--- config.mk ---
export PLATFORM = sky130hd
export DESIGN_NAME = ir_nec_transmitter_flat
export DESIGN_NICKNAME = d
export VERILOG_FILES = /design/src/rtl/ir_pkg.sv /design/src/rtl/ir_nec_transmitter_if.sv /design/src/rtl/ir_carrier_gen.sv /design/src/rtl/ir_nec_transmitter.sv /design/src/flat_wrapper.sv
export SDC_FILE = /design/constraint.sdc
export NUM_CORES = 1
export LEC_CHECK = 0
export CAP_MARGIN = 20
export CORE_MARGIN = 10
export CORE_UTILIZATION = 54
export CTS_CLUSTER_SIZE = 8
export DETAILED_ROUTE_END_ITERATION = 8
export PLACE_DENSITY = 0.76
export SLEW_MARGIN = 30
export SYNTH_ARGS = -nofsm -noshare
export SYNTH_HDL_FRONTEND = slang
export SYNTH_SLANG_ARGS = --single-unit
export TNS_END_PERCENT = 30
--- constraint.sdc ---
create_clock -name clk -period 3.93 [get_ports clk]
set_input_delay 0.786 -clock clk [delete_from_list [all_inputs] [get_ports clk]]
set_output_delay 0.786 -clock clk [all_outputs]
set_load 0.05 [all_outputs]
--- src/rtl/ir_pkg.sv ---
// rtl/ir_pkg.sv - NEC IR shared types and unit constants
// Shared by the NEC transmitter, receiver and controller.
package ir_pkg;

   typedef enum logic [2:0] {
      S_IDLE,
      S_LEAD_MARK,
      S_LEAD_SPACE,
      S_BIT_MARK,
      S_BIT_SPACE,
      S_STOP_MARK,
      S_GAP
   } nec_tx_state_t;

   localparam int LEAD_MARK_U  = 16;
   localparam int LEAD_SPACE_U = 8;
   localparam int REP_SPACE_U  = 4;
   localparam int ZERO_SPACE_U = 1;
   localparam int ONE_SPACE_U  = 3;

   function automatic logic is_mark(input nec_tx_state_t st);
      return st inside {S_LEAD_MARK, S_BIT_MARK, S_STOP_MARK};
   endfunction

endpackage

--- src/rtl/ir_nec_transmitter_if.sv ---
// rtl/ir_nec_transmitter_if.sv - request/response handshake for the NEC transmitter
interface ir_nec_tx_if;
   logic       tx_valid;
   logic       tx_ready;
   logic       tx_repeat;
   logic [7:0] tx_addr;
   logic [7:0] tx_cmd;
   logic       tx_done;

   modport master (output tx_valid, tx_repeat, tx_addr, tx_cmd, input tx_ready, tx_done);
   modport slave  (input tx_valid, tx_repeat, tx_addr, tx_cmd, output tx_ready, tx_done);
endinterface

--- src/rtl/ir_carrier_gen.sv ---
// rtl/ir_carrier_gen.sv - 50% duty IR carrier, reloadable to start high
// carrier is the phase for the next cycle, so a registered consumer sees it aligned.
module ir_carrier_gen #(
   parameter int CARRIER_HALF = 658
) (
   input  logic clk,
   input  logic rst_n,
   input  logic restart,
   output logic carrier
);

   localparam int CW = $clog2(CARRIER_HALF + 1);

   logic [CW-1:0] cnt;
   logic          phase;
   logic          half_end;

   assign half_end = (cnt == CW'(CARRIER_HALF - 1));
   assign carrier  = restart ? 1'b1 : (half_end ? ~phase : phase);

   always_ff @(posedge clk or negedge rst_n) begin
      if (!rst_n) begin
         cnt   <= '0;
         phase <= 1'b0;
      end else begin
         phase <= carrier;
         cnt   <= (restart || half_end) ? '0 : cnt + CW'(1);
      end
   end

endmodule

--- src/rtl/ir_nec_transmitter.sv ---
// rtl/ir_nec_transmitter.sv - NEC IR frame encoder with 38 kHz modulated LED output
// Envelope and LED outputs are registered from the next state, so they line up with the state.
module ir_nec_transmitter
   import ir_pkg::*;
#(
   parameter int UNIT_CYCLES  = 28125,
   parameter int CARRIER_HALF = 658,
   parameter int GAP_UNITS    = 72
) (
   input  logic         clk,
   input  logic         rst_n,
   ir_nec_tx_if.slave   tx,
   output logic         ir_env,
   output logic         ir_out
);

   localparam int UC_W  = $clog2(UNIT_CYCLES + 1);
   localparam int IDX_W = $clog2(((GAP_UNITS > LEAD_MARK_U) ? GAP_UNITS : LEAD_MARK_U) + 1);

   nec_tx_state_t state, state_next;
   logic [UC_W-1:0]  unit_cnt;
   logic [IDX_W-1:0] unit_idx;
   logic [IDX_W-1:0] phase_len;
   logic [4:0]       bit_idx;
   logic [31:0]      shreg;
   logic             rep_q;
   logic             unit_last, phase_end, accept;
   logic             env_next, restart, carrier;

   always_comb begin
      phase_len = IDX_W'(1);
      case (state)
         S_LEAD_MARK:  phase_len = IDX_W'(LEAD_MARK_U);
         S_LEAD_SPACE: phase_len = rep_q ? IDX_W'(REP_SPACE_U) : IDX_W'(LEAD_SPACE_U);
         S_BIT_SPACE:  phase_len = shreg[0] ? IDX_W'(ONE_SPACE_U) : IDX_W'(ZERO_SPACE_U);
         S_GAP:        phase_len = IDX_W'(GAP_UNITS);
         default:      phase_len = IDX_W'(1);
      endcase
   end

   assign unit_last = (unit_cnt == UC_W'(UNIT_CYCLES - 1));
   assign phase_end = unit_last && (unit_idx == phase_len - IDX_W'(1));
   assign accept    = (state == S_IDLE) && tx.tx_valid;

   always_ff @(posedge clk or negedge rst_n) begin
      if (!rst_n) state <= S_IDLE;
      else        state <= state_next;
   end

   always_comb begin
      state_next = state;
      case (state)
         S_IDLE:       if (tx.tx_valid) state_next = S_LEAD_MARK;
         S_LEAD_MARK:  if (phase_end) state_next = S_LEAD_SPACE;
         S_LEAD_SPACE: if (phase_end) state_next = rep_q ? S_STOP_MARK : S_BIT_MARK;
         S_BIT_MARK:   if (phase_end) state_next = S_BIT_SPACE;
         S_BIT_SPACE:  if (phase_end) state_next = (bit_idx == 5'd31) ? S_STOP_MARK : S_BIT_MARK;
         S_STOP_MARK:  if (phase_end) state_next = S_GAP;
         S_GAP:        if (phase_end) state_next = S_IDLE;
         default:      state_next = S_IDLE;
      endcase
   end

   // Marks are never adjacent, so any entry into a mark reloads the carrier.
   always_comb begin
      tx.tx_ready = (state == S_IDLE);
      tx.tx_done  = (state == S_STOP_MARK) && phase_end;
      env_next    = is_mark(state_next);
      restart     = env_next && !is_mark(state);
   end

   always_ff @(posedge clk or negedge rst_n) begin
      if (!rst_n) begin
         unit_cnt <= '0;
         unit_idx <= '0;
         bit_idx  <= '0;
         shreg    <= '0;
         rep_q    <= 1'b0;
         ir_env   <= 1'b0;
         ir_out   <= 1'b0;
      end else begin
         if (state == S_IDLE || phase_end) begin
            unit_cnt <= '0;
            unit_idx <= '0;
         end else if (unit_last) begin
            unit_cnt <= '0;
            unit_idx <= unit_idx + IDX_W'(1);
         end else begin
            unit_cnt <= unit_cnt + UC_W'(1);
         end

         if (accept) begin
            shreg   <= {~tx.tx_cmd, tx.tx_cmd, ~tx.tx_addr, tx.tx_addr};
            rep_q   <= tx.tx_repeat;
            bit_idx <= '0;
         end else if (state == S_BIT_SPACE && phase_end) begin
            shreg   <= shreg >> 1;
            bit_idx <= bit_idx + 5'd1;
         end

         ir_env <= env_next;
         ir_out <= env_next & carrier;
      end
   end

   ir_carrier_gen #(
      .CARRIER_HALF(CARRIER_HALF)
   ) u_carrier (
      .clk     (clk),
      .rst_n   (rst_n),
      .restart (restart),
      .carrier (carrier)
   );

endmodule
--- src/flat_wrapper.sv ---
// flat-port wrapper written by rule: the top's interface ports become plain ports
module ir_nec_transmitter_flat import ir_pkg::*;
#(
   parameter int UNIT_CYCLES  = 28125,
   parameter int CARRIER_HALF = 658,
   parameter int GAP_UNITS    = 72
)
  (clk, rst_n, ir_env, ir_out, tx_tx_valid, tx_tx_repeat, tx_tx_addr, tx_tx_cmd, tx_tx_ready, tx_tx_done);
  ir_nec_tx_if tx_i ();
  input  logic clk;
  input  logic rst_n;
  output logic ir_env;
  output logic ir_out;
  input wire logic [$bits(tx_i.tx_valid)-1:0] tx_tx_valid;
  input wire logic [$bits(tx_i.tx_repeat)-1:0] tx_tx_repeat;
  input wire logic [$bits(tx_i.tx_addr)-1:0] tx_tx_addr;
  input wire logic [$bits(tx_i.tx_cmd)-1:0] tx_tx_cmd;
  output wire logic [$bits(tx_i.tx_ready)-1:0] tx_tx_ready;
  output wire logic [$bits(tx_i.tx_done)-1:0] tx_tx_done;
  assign tx_i.tx_valid = tx_tx_valid;
  assign tx_i.tx_repeat = tx_tx_repeat;
  assign tx_i.tx_addr = tx_tx_addr;
  assign tx_i.tx_cmd = tx_tx_cmd;
  assign tx_tx_ready = tx_i.tx_ready;
  assign tx_tx_done = tx_i.tx_done;
  ir_nec_transmitter #(.UNIT_CYCLES(UNIT_CYCLES), .CARRIER_HALF(CARRIER_HALF), .GAP_UNITS(GAP_UNITS)) u_core (.clk(clk), .rst_n(rst_n), .tx(tx_i), .ir_env(ir_env), .ir_out(ir_out));
endmodule
==> results.json <==
{
  "synth_seq_cells": 76,
  "final_cell_mix": "dfrtp_1, nor2_1, and3_1",
  "cap_violations": 0,
  "antenna_found_initial": 0,
  "ys_dominant_reg_cell": "dfrtp_1",
  "place_ws_ns": 0.2531,
  "syn_nets": 433,
  "drive_above_1_share_pct": 11.37,
  "firstDrtPassIters": 4,
  "first_iter_violations": 199,
  "grt_pass1_wl_um": 13990,
  "skew_ns": 0.01487,
  "fillers": 578,
  "min_period_over_period_pct": 97.38,
  "yosysWarnings": 0,
  "io_buffers": 23,
  "drv_slew": 0,
  "cp_top_family": "simple AND/OR/NAND/NOR gates",
  "use_met2_pct": 22.08,
  "start_util_pct": 55.24,
  "crit_type": "reg2out",
  "gp_congestion": 0.8018,
  "synth_edf_count": 0,
  "postRouteAntennaNets": 0,
  "htreeDepth": 3,
  "die_w_um": 105.7,
  "grt_max_degree": 77,
  "grt_overflow_total": 0,
  "synth.top_cell.area_share_pct": 47.98,
  "p_per_area_nw_per_um2": 323.3,
  "yosysSeqAreaShare_pct": 47.98,
  "report.final.hold_viol_count": 0,
  "setup_viol": 0,
  "path_cells": "nor3_4 -> nand2_1 -> ha_2 -> or4b_1 -> o311ai_2 -> xor2_1 -> or4_4 -> nor4_4 -> buf_12",
  "num_io_pins": 24,
  "endpoint_kind": "output port",
  "hp-class": "in2async",
  "finalSetupTns_ns": 0,
  "finalNetCount": 454,
  "drc": 0,
  "synthArstFlopShare_pct": 100.0,
  "cts_root_buffer": "clkbuf_8",
  "worst_pin_slew_ns": 0.7992,
  "syn_to_final_growth_pct": 15.91,
  "path_buf_inv": 1,
  "p_leak_uw": 0.002195,
  "fin_ws_ns": 0.1031,
  "cts.path.max_buffers": 2,
  "vias": 3037,
  "syn-cell-area_um2": 3964,
  "holdWs_ns": 0.4231,
  "max_freq_mhz": 261.3,
  "via_per_inst": 5.730,
  "worst_path_largest_cell_delay_ns": 0.52,
  "layout_commonest_cell": "dfrtp_1",
  "grt.busiest_layer": "met2",
  "cts_sinks": 76,
  "cts_buffers": 9,
  "drt_wl_total_um": 8271,
  "avgSynthCellArea_um2": 9.787,
  "synth_cell_type_count": 53,
  "synth_largest_area_cell": "dfrtp_1",
  "crit_arrival_ns": 3.04,
  "ir_drop_mv": 0.1794,
  "hpwl_um": 5256,
  "use_met1_pct": 20.62,
  "synth_cells": 405,
  "min_period_ns": 3.827,
  "slew_headroom_pct": 46.72,
  "clkLatencyLatePin_ns": 0.35,
  "avgRoutedWirePerCell_um": 15.61,
  "die_area_um2": 11170,
  "n_antenna_cell": 0,
  "clkTransAtPathRegs_ns": 0.08,
  "cts_tree": "done",
  "worstSetupStartpointType": "flop",
  "grt_pass1_vias": 2895,
  "grt_usage_pct": 14.78,
  "fp-row-count": 31,
  "status": "completed",
  "grt_use_met3_pct": 3.106,
  "core_area_um2": 7176,
  "fin_util_pct": 64.03,
  "synth_area_leaders": "dfrtp_1, nor2_1, and3_1",
  "die_height_um": 105.7,
  "slowest_stage": "or4_4",
  "path_max_fanout": 7,
  "required_ns": 3.14
}
==> area by class of cell <==
type,instances,area [um^2],share of cell area [%]
clock buffers,10,137.6,2.996
multi-input cells,292,1953,42.51
inverters,9,33.78,0.7353
flip-flops and latches,76,1904,41.45
repair buffers,38,354.1,7.707
clock inverters,6,87.58,1.906
well taps,99,123.9,2.696
==> sequential cells by signal (all words and copies together), names as in the netlist <==
| register | flops |
|---|---|
| u_core.bit_idx | 5 |
| u_core.ir_env | 1 |
| u_core.ir_out | 1 |
| u_core.rep_q | 1 |
| u_core.shreg | 32 |
| u_core.state | 3 |
| u_core.u_carrier.cnt | 10 |
| u_core.u_carrier.phase | 1 |
| u_core.unit_cnt | 15 |
| u_core.unit_idx | 7 |
==> per-stage QoR <==
stage | total power (uW) | instance area (um^2) | instances
after floorplan | 797.6 | 4015 | 405
after global placement | 834.8 | 4299 | 509
after detailed placement | 834.7 | 4299 | 509
after CTS | 1496 | 4546 | 527
after global routing | 1537 | 4594 | 530
final | 1485 | 4594 | 530
==> final timing paths <==
check                                                   from                        endpoint  slack, ns  cells past startpoint
worst max-delay path               u_core.state[1]$_DFF_PN0_                      tx_tx_done       0.10                      9
worst min-delay path                                   rst_n  u_core.unit_idx[6]$_DFFE_PN0P_       0.42                      1
worst max register to register     u_core.state[2]$_DFF_PN0_     u_core.shreg[9]$_DFFE_PN0P_       0.60                     12
worst min register to register  u_core.shreg[31]$_DFFE_PN0P_    u_core.shreg[31]$_DFFE_PN0P_       0.49                      1
max in group asynchronous                              rst_n       u_core.state[1]$_DFF_PN0_       2.96                      1
min in group clk                u_core.shreg[31]$_DFFE_PN0P_    u_core.shreg[31]$_DFFE_PN0P_       0.49                      1
==> Yosys cell counts, types with 2 or more instances <==
| cell | n |
|---|---|
| a211o_1 | 2 |
| a21o_1 | 2 |
| a21oi_1 | 7 |
| a221o_1 | 13 |
| a22oi_1 | 2 |
| a311o_1 | 15 |
| a31oi_1 | 4 |
| and2_1 | 15 |
| and3_1 | 34 |
| and4_1 | 2 |
| buf_1 | 2 |
| buf_2 | 7 |
| buf_4 | 2 |
| clkbuf_1 | 15 |
| dfrtp_1 | 76 |
| ha_1 | 8 |
| inv_1 | 8 |
| mux2i_1 | 3 |
| nand2_1 | 22 |
| nand2b_1 | 3 |
| nand3_1 | 16 |
| nand3b_1 | 2 |
| nand4_1 | 5 |
| nor2_1 | 62 |
| nor3_1 | 5 |
| nor4_1 | 2 |
| nor4bb_1 | 2 |
| o21ai_0 | 11 |
| or3_1 | 3 |
| xnor2_1 | 13 |
| xor2_1 | 20 |
==> metal layers <==
layer  routed length, um  part of all wire (%)
met5                   0                     0
met4                 104                   1.3
met3                 352                   4.3
met2                3720                    45
met1                4093                    49
==> power by group <==
group	leakage (uW)	switching (uW)	total, uW	internal (uW)
registers	0.000984	0	781	781
logic	0.00110	19.9	37.0	17.1
clock network	0.000116	292	667	375
==> cells by family after synthesis <==
kind of cell | after synthesis | synth area share, %
AOI/OAI and AO/OA | 65 | 13.07
xor gates and xnor gates | 33 | 7.292
adders and majority gates | 8 | 2.525
buffers and inverters | 37 | 4.135
DFF | 76 | 47.98
muxes | 3 | 0.7576
and+or+nand+nor | 183 | 24.24
==> timing repair <==
item / CTS / global route
endpoints found under the setup margin: 1 / 1
hold buffers: 0 / 0
setup buffers: 2 / 3
pin swaps: 0 / 3
cloned: 0 / 0
resized for setup: 2 / 4
Note: power is estimated with default switching activity, not from simulation.
